**src/rtl/fir_mac_bank_if.sv**
```systemverilog
// fir_mac_bank_if: sample, coefficient and result bus of the shared FIR MAC bank.
//   master (producer side): drives sample_*, bank_en, coef_*, err_clr
//   slave  (fir_mac_bank) : drives sample_ready, out_*, overrun, coef_err
interface fir_mac_bank_if #(
  parameter int WORD_LENGTH = 16,
  parameter int TAPS        = 32,
  parameter int CHANNELS    = 2,
  parameter int BANKS       = 3
);
  localparam int CW = (CHANNELS > 1) ? $clog2(CHANNELS) : 1;
  localparam int BW = (BANKS > 1) ? $clog2(BANKS) : 1;
  localparam int TW = $clog2(TAPS);

  logic                          sample_valid;
  logic [CW-1:0]                 sample_ch;
  logic signed [WORD_LENGTH-1:0] sample_in;
  logic [BANKS-1:0]              bank_en;
  logic                          sample_ready;
  logic                          coef_we;
  logic [BW-1:0]                 coef_bank;
  logic [TW-1:0]                 coef_addr;
  logic signed [WORD_LENGTH-1:0] coef_data;
  logic                          err_clr;
  logic                          out_valid;
  logic [CW-1:0]                 out_ch;
  logic [BW-1:0]                 out_bank;
  logic signed [WORD_LENGTH-1:0] out_data;
  logic                          overrun;
  logic                          coef_err;

  modport master (
    output sample_valid, sample_ch, sample_in, bank_en,
    output coef_we, coef_bank, coef_addr, coef_data, err_clr,
    input  sample_ready, out_valid, out_ch, out_bank, out_data, overrun, coef_err
  );

  modport slave (
    input  sample_valid, sample_ch, sample_in, bank_en,
    input  coef_we, coef_bank, coef_addr, coef_data, err_clr,
    output sample_ready, out_valid, out_ch, out_bank, out_data, overrun, coef_err
  );
endinterface

```
**src/rtl/fir_mac_bank.sv**
```systemverilog
// fir_mac_bank: time-multiplexed FIR bank. One MAC serves CHANNELS delay lines
// and BANKS loadable coefficient sets, one tap per clock.
//   i_clk   : system clock
//   i_rst_n : asynchronous active-low reset
//   bus     : fir_mac_bank_if.slave (sample in, coefficient load, result out,
//             sticky overrun / coef_err flags)
// Per accepted sample each enabled bank takes TAPS MAC cycles plus one EMIT
// cycle; banks run lowest index first.
module fir_mac_bank #(
  parameter int WORD_LENGTH = 16,
  parameter int TAPS        = 32,
  parameter int CHANNELS    = 2,
  parameter int BANKS       = 3
) (
  input  logic          i_clk,
  input  logic          i_rst_n,
  fir_mac_bank_if.slave bus
);
  localparam int CW = (CHANNELS > 1) ? $clog2(CHANNELS) : 1;
  localparam int BW = (BANKS > 1) ? $clog2(BANKS) : 1;
  localparam int TW = $clog2(TAPS);
  localparam int PW = 2 * WORD_LENGTH;
  localparam int AW = PW + TW;

  localparam logic [1:0] S_IDLE = 2'd0;
  localparam logic [1:0] S_MAC  = 2'd1;
  localparam logic [1:0] S_EMIT = 2'd2;

  localparam logic signed [AW-1:0] SAT_MAX = {{(AW-WORD_LENGTH+1){1'b0}}, {(WORD_LENGTH-1){1'b1}}};
  localparam logic signed [AW-1:0] SAT_MIN = {{(AW-WORD_LENGTH+1){1'b1}}, {(WORD_LENGTH-1){1'b0}}};

  logic [1:0]                    r_state;
  logic signed [WORD_LENGTH-1:0] r_dl   [CHANNELS][TAPS];
  logic signed [WORD_LENGTH-1:0] r_coef [BANKS][TAPS];
  logic [TW-1:0]                 r_wptr [CHANNELS];
  logic [CW-1:0]                 r_ch;
  logic [BW-1:0]                 r_bank;
  logic [BANKS-1:0]              r_pend;   // enabled banks still to run after r_bank
  logic [TW-1:0]                 r_base;   // slot holding x[n] of the current sample
  logic [TW-1:0]                 r_k;
  logic signed [AW-1:0]          r_acc;
  logic                          r_overrun;
  logic                          r_coef_err;

  function automatic logic [BW-1:0] f_lowest(input logic [BANKS-1:0] m);
    f_lowest = '0;
    for (int i = BANKS - 1; i >= 0; i--)
      if (m[i]) f_lowest = BW'(i);
  endfunction

  // Range guards only exist when the index field can encode illegal values.
  logic w_ch_ok, w_cbank_ok, w_caddr_ok;
  generate
    if (CHANNELS == (1 << CW)) begin : g_ch_full
      assign w_ch_ok = 1'b1;
    end else begin : g_ch_part
      assign w_ch_ok = (bus.sample_ch < CW'(CHANNELS));
    end
    if (BANKS == (1 << BW)) begin : g_bk_full
      assign w_cbank_ok = 1'b1;
    end else begin : g_bk_part
      assign w_cbank_ok = (bus.coef_bank < BW'(BANKS));
    end
    if (TAPS == (1 << TW)) begin : g_tp_full
      assign w_caddr_ok = 1'b1;
    end else begin : g_tp_part
      assign w_caddr_ok = (bus.coef_addr < TW'(TAPS));
    end
  endgenerate

  logic w_last, w_ready, w_accept, w_start, w_emit;
  assign w_last   = (r_pend == '0);
  // Ready in the final EMIT so the next sample can follow without a gap.
  assign w_ready  = (r_state == S_IDLE) || ((r_state == S_EMIT) && w_last);
  assign w_accept = bus.sample_valid && w_ready && w_ch_ok;
  assign w_start  = w_accept && (bus.bank_en != '0);
  assign w_emit   = (r_state == S_EMIT);

  // x[n-k] sits k slots behind r_base, wrapping modulo TAPS.
  logic [TW:0]   w_diff, w_wrap;
  logic [TW-1:0] w_idx;
  assign w_diff = {1'b0, r_base} - {1'b0, r_k};
  assign w_wrap = w_diff + (TW+1)'(TAPS);
  assign w_idx  = w_diff[TW] ? w_wrap[TW-1:0] : w_diff[TW-1:0];

  logic signed [WORD_LENGTH-1:0] w_c, w_x;
  logic signed [PW-1:0]          w_cx, w_xx, w_prod;
  logic signed [AW-1:0]          w_pext, w_acc_base, w_acc_nxt, w_shr;
  logic signed [WORD_LENGTH-1:0] w_sat;

  assign w_c        = r_coef[r_bank][r_k];
  assign w_x        = r_dl[r_ch][w_idx];
  assign w_cx       = {{WORD_LENGTH{w_c[WORD_LENGTH-1]}}, w_c};
  assign w_xx       = {{WORD_LENGTH{w_x[WORD_LENGTH-1]}}, w_x};
  assign w_prod     = w_cx * w_xx;
  assign w_pext     = {{TW{w_prod[PW-1]}}, w_prod};
  // Tap 0 restarts the sum, so each bank starts from a clean accumulator.
  assign w_acc_base = (r_k == '0) ? '0 : r_acc;
  assign w_acc_nxt  = w_acc_base + w_pext;
  assign w_shr      = r_acc >>> (WORD_LENGTH - 1);

  always_comb begin
    w_sat = w_shr[WORD_LENGTH-1:0];
    if (w_shr > SAT_MAX)      w_sat = SAT_MAX[WORD_LENGTH-1:0];
    else if (w_shr < SAT_MIN) w_sat = SAT_MIN[WORD_LENGTH-1:0];
  end

  // Delay lines: written on every accepted sample, even with an empty bank mask.
  always_ff @(posedge i_clk or negedge i_rst_n) begin
    if (!i_rst_n) begin
      for (int c = 0; c < CHANNELS; c++) begin
        r_wptr[c] <= '0;
        for (int t = 0; t < TAPS; t++) r_dl[c][t] <= '0;
      end
    end else if (w_accept) begin
      r_dl[bus.sample_ch][r_wptr[bus.sample_ch]] <= bus.sample_in;
      r_wptr[bus.sample_ch] <= (r_wptr[bus.sample_ch] == TW'(TAPS - 1)) ? '0
                                                                         : r_wptr[bus.sample_ch] + 1'b1;
    end
  end

  always_ff @(posedge i_clk or negedge i_rst_n) begin
    if (!i_rst_n) begin
      for (int b = 0; b < BANKS; b++)
        for (int t = 0; t < TAPS; t++) r_coef[b][t] <= '0;
    end else if (bus.coef_we && w_ready && w_cbank_ok && w_caddr_ok) begin
      r_coef[bus.coef_bank][bus.coef_addr] <= bus.coef_data;
    end
  end

  always_ff @(posedge i_clk or negedge i_rst_n) begin
    if (!i_rst_n) begin
      r_state <= S_IDLE;
      r_ch    <= '0;
      r_bank  <= '0;
      r_pend  <= '0;
      r_base  <= '0;
      r_k     <= '0;
      r_acc   <= '0;
    end else begin
      if (w_accept) begin
        r_ch   <= bus.sample_ch;
        r_base <= r_wptr[bus.sample_ch];
      end
      case (r_state)
        S_MAC: begin
          r_acc <= w_acc_nxt;
          r_k   <= r_k + 1'b1;
          if (r_k == TW'(TAPS - 1)) r_state <= S_EMIT;
        end
        S_EMIT: begin
          if (!w_last) begin
            r_bank  <= f_lowest(r_pend);
            r_pend  <= r_pend & (r_pend - 1'b1);
            r_k     <= '0;
            r_state <= S_MAC;
          end else if (w_start) begin
            r_bank  <= f_lowest(bus.bank_en);
            r_pend  <= bus.bank_en & (bus.bank_en - 1'b1);
            r_k     <= '0;
            r_state <= S_MAC;
          end else begin
            r_state <= S_IDLE;
          end
        end
        default: begin
          if (w_start) begin
            r_bank  <= f_lowest(bus.bank_en);
            r_pend  <= bus.bank_en & (bus.bank_en - 1'b1);
            r_k     <= '0;
            r_state <= S_MAC;
          end else begin
            r_state <= S_IDLE;
          end
        end
      endcase
    end
  end

  // Sticky flags: a new error in the clearing cycle keeps the flag set.
  logic w_ovr_evt, w_cerr_evt;
  assign w_ovr_evt  = bus.sample_valid && (!w_ready || !w_ch_ok);
  assign w_cerr_evt = bus.coef_we && !w_ready;

  always_ff @(posedge i_clk or negedge i_rst_n) begin
    if (!i_rst_n) begin
      r_overrun  <= 1'b0;
      r_coef_err <= 1'b0;
    end else begin
      r_overrun  <= w_ovr_evt  || (r_overrun  && !bus.err_clr);
      r_coef_err <= w_cerr_evt || (r_coef_err && !bus.err_clr);
    end
  end

  assign bus.sample_ready = w_ready;
  assign bus.out_valid    = w_emit;
  assign bus.out_ch       = w_emit ? r_ch   : '0;
  assign bus.out_bank     = w_emit ? r_bank : '0;
  assign bus.out_data     = w_emit ? w_sat  : '0;
  assign bus.overrun      = r_overrun;
  assign bus.coef_err     = r_coef_err;
endmodule

```
**src/flat_wrapper.sv**
```systemverilog
// flat-port wrapper written by rule: the top's interface ports become plain ports
module fir_mac_bank_flat 
#(
  parameter int WORD_LENGTH = 16,
  parameter int TAPS        = 32,
  parameter int CHANNELS    = 2,
  parameter int BANKS       = 3
)
  (i_clk, i_rst_n, bus_sample_valid, bus_sample_ch, bus_sample_in, bus_bank_en, bus_coef_we, bus_coef_bank, bus_coef_addr, bus_coef_data, bus_err_clr, bus_sample_ready, bus_out_valid, bus_out_ch, bus_out_bank, bus_out_data, bus_overrun, bus_coef_err);
  fir_mac_bank_if #(.WORD_LENGTH(WORD_LENGTH), .TAPS(TAPS), .CHANNELS(CHANNELS), .BANKS(BANKS)) bus_i ();
  input  logic i_clk;
  input  logic i_rst_n;
  input wire logic [$bits(bus_i.sample_valid)-1:0] bus_sample_valid;
  input wire logic [$bits(bus_i.sample_ch)-1:0] bus_sample_ch;
  input wire logic [$bits(bus_i.sample_in)-1:0] bus_sample_in;
  input wire logic [$bits(bus_i.bank_en)-1:0] bus_bank_en;
  input wire logic [$bits(bus_i.coef_we)-1:0] bus_coef_we;
  input wire logic [$bits(bus_i.coef_bank)-1:0] bus_coef_bank;
  input wire logic [$bits(bus_i.coef_addr)-1:0] bus_coef_addr;
  input wire logic [$bits(bus_i.coef_data)-1:0] bus_coef_data;
  input wire logic [$bits(bus_i.err_clr)-1:0] bus_err_clr;
  output wire logic [$bits(bus_i.sample_ready)-1:0] bus_sample_ready;
  output wire logic [$bits(bus_i.out_valid)-1:0] bus_out_valid;
  output wire logic [$bits(bus_i.out_ch)-1:0] bus_out_ch;
  output wire logic [$bits(bus_i.out_bank)-1:0] bus_out_bank;
  output wire logic [$bits(bus_i.out_data)-1:0] bus_out_data;
  output wire logic [$bits(bus_i.overrun)-1:0] bus_overrun;
  output wire logic [$bits(bus_i.coef_err)-1:0] bus_coef_err;
  assign bus_i.sample_valid = bus_sample_valid;
  assign bus_i.sample_ch = bus_sample_ch;
  assign bus_i.sample_in = bus_sample_in;
  assign bus_i.bank_en = bus_bank_en;
  assign bus_i.coef_we = bus_coef_we;
  assign bus_i.coef_bank = bus_coef_bank;
  assign bus_i.coef_addr = bus_coef_addr;
  assign bus_i.coef_data = bus_coef_data;
  assign bus_i.err_clr = bus_err_clr;
  assign bus_sample_ready = bus_i.sample_ready;
  assign bus_out_valid = bus_i.out_valid;
  assign bus_out_ch = bus_i.out_ch;
  assign bus_out_bank = bus_i.out_bank;
  assign bus_out_data = bus_i.out_data;
  assign bus_overrun = bus_i.overrun;
  assign bus_coef_err = bus_i.coef_err;
  fir_mac_bank #(.WORD_LENGTH(WORD_LENGTH), .TAPS(TAPS), .CHANNELS(CHANNELS), .BANKS(BANKS)) u_core (.i_clk(i_clk), .i_rst_n(i_rst_n), .bus(bus_i));
endmodule
```
**config.mk**
```make
export PLATFORM = sky130hd
export DESIGN_NAME = fir_mac_bank_flat
export DESIGN_NICKNAME = d
export VERILOG_FILES = /design/src/rtl/fir_mac_bank_if.sv /design/src/rtl/fir_mac_bank.sv /design/src/flat_wrapper.sv
export SDC_FILE = /design/constraint.sdc
export NUM_CORES = 2
export LEC_CHECK = 0
export BUFFER_PORTS_ARGS = -buffer_cell sky130_fd_sc_hd__buf_2
export CAP_MARGIN = 20
export CELL_PAD_IN_SITES_DETAIL_PLACEMENT = 0
export CELL_PAD_IN_SITES_GLOBAL_PLACEMENT = 1
export CORE_MARGIN = 10
export CORE_UTILIZATION = 43
export CTS_CLUSTER_SIZE = 12
export DETAILED_ROUTE_END_ITERATION = 10
export GPL_TIMING_DRIVEN = 0
export PLACE_DENSITY = 0.77
export SETUP_SLACK_MARGIN = 0.15
export SYNTH_ARGS = -nofsm -noshare
export SYNTH_HDL_FRONTEND = slang
export SYNTH_SLANG_ARGS = --single-unit
```
**constraint.sdc**
```tcl
create_clock -name i_clk -period 19.75 [get_ports i_clk]
set_input_delay 0.9875 -clock i_clk [delete_from_list [all_inputs] [get_ports i_clk]]
set_output_delay 0.9875 -clock i_clk [all_outputs]
set_load 0.03 [all_outputs]
```
Word level (Yosys, flattened, before mapping)
Cells that the tools add are included.
{"block": "classes", "eq_ne": 5, "muxes": 55, "n_lt_le_gt_ge": 15, "n_reduce_logical": 22, "addsub": 7, "n_bitwise": 10, "multipliers": 1}
{"cell": "2-to-1 mux 512 bit", "count": 7}
{"cell": "bitwise mux 1536 bit", "count": 1}
{"cell": "binary-select mux 512 bit (select 2 bit)", "count": 1}
{"cell": "bitwise mux 1024 bit", "count": 1}
{"cell": "demux 512 bit (select 2 bit)", "count": 1}
{"cell": "demux 512 bit (select 1 bit)", "count": 1}
{"cell": "binary-select mux 16 bit (select 5 bit)", "count": 2}
{"cell": "demux 16 bit (select 5 bit)", "count": 2}
{"cell": "2-to-1 mux 16 bit", "count": 9}
{"cell": "2-to-1 mux 5 bit", "count": 8}
{"cell": "adder 37 x 32 -> 37 bit", "count": 1}
{"cell": "2-to-1 mux 37 bit", "count": 1}
{"cell": "multiplier 16 x 16 -> 32 bit", "count": 1}
{"cell": ">= comparator 6 bit, second input constant", "count": 4}
{"cell": "inverter 5 -> 6 bit", "count": 4}
{"cell": "greater-than comparator 22 x 16 -> 1 bit, second input constant", "count": 1}
{"cell": "less-than comparator 22 x 16 -> 1 bit, second input constant", "count": 1}
{"cell": "2-to-1 mux 2 bit", "count": 11}
{"cell": "adder 5 x 1 -> 5 bit, second input constant", "count": 3}
{"cell": "logical AND 1 bit", "count": 13}
{"cell": "less-than comparator 6 x 1 -> 1 bit, second input constant", "count": 2}
{"cell": "bitwise mux 10 bit", "count": 1}
{"cell": "equality test 5 bit, second input constant", "count": 2}
{"cell": "case mux 5 bit (2 select lines)", "count": 1}
{"cell": "24 further kinds", "count": 36}
{"block": "totals", "wordCells": 286, "inputBits": 48, "output_inout_bits": 23, "ff_bits": 2627}

Depth between registers and ports, before layout
{"block": "logic_depth", "ltp_word": 12, "depth_mapped": 38, "depth_no_buf": 35}

Worst setup path after synthesis
Ideal clock, no wire load.
{"block": "synth_timing", "kind": "reg-to-reg", "start": "register u_core.r_k[2]", "end": "register u_core.r_acc[36]", "required_time_ns": 19.630, "path_stages_with_launch": 36, "n_path_buf": 6, "setup_ns": 0.120, "arrival_time_ns": 9.563, "period_less_slack_ns": 9.684, "setup_slack_ns": 10.066, "cell_sequence": "dfrtp_1 -> clkinv_1 -> buf_1 -> clkbuf_1 -> ha_1 -> xor2_1 -> buf_4 -> buf_4 -> buf_4 -> mux4_2 -> mux2i_1 -> nor2_1 -> a21oi_1 -> buf_2 -> nor2_1 -> fa_1 -> fa_1 -> fa_1 -> inv_1 -> fa_1 -> inv_1 -> fa_1 -> inv_1 -> fa_1 -> inv_1 -> ha_1 -> nand2_1 -> o21ai_0 -> a21oi_1 -> o221ai_1 -> a41oi_1 -> o31ai_1 -> a31oi_1 -> o22a_1 -> or3_1 -> o211a_1"}
{"block": "synth_via", "elab_chain_cells": 9, "word_cells_on_any_way": 15, "cone_classes": "3 x add/sub; 1 x mul; 8 x mux; 2 x bitwise; 1 x reduce/logical"}
{"element": "start: declaration", "line": "fir_mac_bank.sv:40", "text": "logic [TW-1:0] r_k;"}
{"element": "start signal: assignment", "line": "fir_mac_bank.sv:148", "text": "r_k <= r_k + 1'b1;"}
{"element": "subtractor 5 x 5 -> 6 bit", "line": "fir_mac_bank.sv:82", "text": "assign w_diff = {1'b0, r_base} - {1'b0, r_k};"}
{"element": "adder 5 x 1 -> 5 bit", "line": "fir_mac_bank.sv:83", "text": "assign w_wrap = w_diff + (TW+1)'(TAPS);"}
{"element": "2-to-1 mux 5 bit", "line": "fir_mac_bank.sv:84", "text": "assign w_idx = w_diff[TW] ? w_wrap[TW-1:0] : w_diff[TW-1:0];"}
{"element": "inverter 5 -> 6 bit (not written as such)", "line": "fir_mac_bank.sv:92", "text": "assign w_x = r_dl[r_ch][w_idx];"}
{"element": "binary-select mux 16 bit (select 5 bit)", "line": "fir_mac_bank.sv:92"}
{"element": "2-to-1 mux 16 bit (not written as such) (2 in a row)", "line": "fir_mac_bank.sv:92"}
{"element": "multiplier 16 x 16 -> 32 bit", "line": "fir_mac_bank.sv:95", "text": "assign w_prod = w_cx * w_xx;"}
{"element": "adder 37 x 32 -> 37 bit *", "line": "fir_mac_bank.sv:99", "text": "assign w_acc_nxt = w_acc_base + w_pext;"}
{"element": "end signal: assignment", "line": "fir_mac_bank.sv:147", "text": "r_acc <= w_acc_nxt;"}
{"element": "end: declaration", "line": "fir_mac_bank.sv:41", "text": "logic signed [AW-1:0] r_acc;"}
Mark *: on every way between the ends. The rest lies on a longest branch, timed or not. The select of a mux whose other input is x is not followed.
A chain may end at the register's enable or synchronous reset.

Worst setup path in the final report
{"block": "layout_timing", "start": "register u_core.r_k[3]", "end": "register u_core.r_acc[36]"}
Same word-level chain as after synthesis.

==> out/metrics.cfg <==
[status]
status=complete, no violations

[timing]
finalCritPeriodShare=0.715
worst_pin_slew_ps=1290
rsz0062_at_grt=false
max_slew_margin=0.137
period_needed_ps=14120
finalWorstSetupSlack_ps=5630
setup_violations=0
final_hold_viol_count=0
fmax_ghz=0.0708
tns_ps=0
slew_violations=0
fin_skew_ps=86.1

[yosys]
yosys_warnings=0
synthCells=8612
synth_cell_type_count=71
synth_seq_area_share=0.503
syn_nets=9103
syn-mean-instance-area_sq_um=15.2
synth_ff_type=dfrtp_1
synth-edff-count=0
async_flop_share=1.00
ys_ff_latch=2627
synth_area_sq_mm=0.131

[worst_setup_path]
required_ps=20560
worstReg2RegStart=u_core.r_k[3]
crit_family=buffers and inverters
cp-start-kind=flop
cp_slowest_stage_delay_ps=830
reg2reg_slack_ps=5630
path_class=reg2reg
critPathMostFrequentCell=fa_1
crit_fanout=10
reg2reg_to=u_core.r_acc[36]
crit_arrival_ps=14930
end_kind=flop
cp_slowest_cell=clkbuf_2
worst-path-stages=36
worstRegToRegCells=36
cp_num_buf_inv=12

[grt]
grt_start_max_net_pins=181
antenna_found_initial=9
grt_usage=0.256
grt_pass1_wl_microns=613000
overflow=0
grt_pass1_vias=86400

[placed_design]
dp_hpwl_microns=307000
place.gp.congestion=0.976
dp_cells=12700
port_buffers=35
place_ws_ps=5890
dpl-instance-area_sq_mm=0.138

[die]
ioPinCount=71
die_w_microns=571
core_area_sq_mm=0.303
row_count=202
die_area_sq_mm=0.327
initial_core_util=0.432
die_h_microns=571

[power]
peakVddDrop_mv=0.0857
p_leak_nw=69.6
power.total_mw=17.4
powerDensity_mw_per_mm2=118

[final_layout]
instances_no_fill=13300
final_nets=9559
nFillCells=25300
area_growth_pct=12.8
drive_above_1_share=0.449
final_area_sq_mm=0.147

[clock_network]
clk_path_buf_depth=4
postCtsSetupBuffers=0
htree_levels=5
post_cts_resized=0
cts_hold_buf=0
clk_pin_slew_ps=70
numCtsBuffers=291
worstSkewPairLatency_ps=920
clock-sinks=2627
cts_root_buf=clkbuf_16
cts_tree=yes

[min_path]
hp-class=in2async

[route]
drcViolationCount=0
vias=80800
drt-initial-drc-count=8184
wl_per_cell_microns=31.9
via_per_inst=6.09
drt-total-wl_microns=424000
ant_nets=0
dr.pass1.iters=6

[job]
drv_cap=0

[cell type report]
class,count,area [sq um],area share
Antenna cell,9,22.5,0.000153
Buffer,692,2920,0.0198
Clock buffer,432,8540,0.0579
Clock inverter,70,843,0.00572
Inverter,369,1390,0.00940
Multi-Input combinational cell,4924,60800,0.412
Sequential cell,2627,65700,0.446
Tap cell,3978,4980,0.0338
Timing Repair Buffer,163,2200,0.0149
[worst max-delay path by stage]
stage | start | end | slack, ps
global placement | i_rst_n | u_core.r_coef[1031] | -38580
finish | u_core.r_k[3] | u_core.r_acc[36] | 5630
global route | u_core.r_k[3] | u_core.r_acc[36] | 5120
CTS | u_core.r_k[3] | u_core.r_acc[36] | 5840
detailed placement | u_core.r_k[3] | u_core.r_acc[36] | 5890
floorplan | u_core.r_k[2] | u_core.r_acc[36] | 10070
[kinds of logic (layout without fill, tap and decap cells)]
group                      count (synthesis)  count (layout)  synth area share
other                                      0               9                 0
DFF                                     2627            2627             0.503
adders and majority gates                443             443            0.0607
xor gates and xnor gates                  34              34           0.00228
AOI/OAI and AO/OA                        226             226            0.0113
buffers and inverters                   1061            1726            0.0327
muxes                                   3445            3445             0.365
and+or+nand+nor                          776             776            0.0255
[metal layers]
metal	up-vias	global-route usage	wire length, microns
met5	-	0	7
met3	992	0.0534	32300
met4	2	0.115	22800
met2	3521	0.408	198000
li1	31900	-	-
met1	44400	0.339	170000
[power breakdown]
group	switching [mW]	internal, mW	total [mW]
Sequential	0.293	5.91	6.21
Combinational	3.56	2.17	5.73
Clock	2.30	3.12	5.43
Total	6.15	11.2	17.4
[state kept, by name, summed over array words and instances (netlist names)]
| signal | count |
|---|---|
| u_core.bus.coef_err | 1 |
| u_core.bus.overrun | 1 |
| u_core.r_acc | 37 |
| u_core.r_bank | 2 |
| u_core.r_base | 5 |
| u_core.r_ch | 1 |
| u_core.r_coef | 1536 |
| u_core.r_dl | 1024 |
| u_core.r_k | 5 |
| u_core.r_pend | 3 |
| u_core.r_state | 2 |
| u_core.r_wptr | 10 |
[through the flow]
stage                util  hold WS, ps
floorplan               -          441
global placement    0.449          457
detailed placement  0.455          464
CTS                 0.486         21.1
global route        0.487         56.2
finish              0.487         7.62
[layout by cell type (no fill, tap or decap), types with 17 or more instances in the layout]
cell type and count:
mux4_2 795, buf_8 68, buf_4 34, o21ai_0 41, nand3_1 23, nand2b_1 17, clkbuf_16 298, buf_16 21
mux2_2 2603, nor2_1 344, buf_6 42, nor2b_1 67, mux2i_1 47, ha_1 124, a21oi_1 67, buf_1 39
xnor2_1 22, inv_1 360, dfrtp_1 2627, nand2_1 234, clkbuf_8 59, buf_2 126, clkbuf_1 587, clkinv_2 38
fa_1 319
[cells in the mapped netlist (all sizes together), types with 23 or more instances]
library cell / number / area (sq um)
buf: 169 / 925
xnor2: 23 / 201
mux4: 795 / 17900
ha: 124 / 1550
a21oi: 69 / 353
o21ai: 54 / 274
nand3: 23 / 115
mux2i: 47 / 470
fa: 319 / 6390
nor2: 358 / 1340
dfrtp: 2627 / 65700
nor2b: 67 / 419
nand2: 234 / 878
inv: 366 / 1370
mux2: 2603 / 29300
clkbuf: 523 / 1960
No activity file was read; power rests on OpenSTA's default activity.
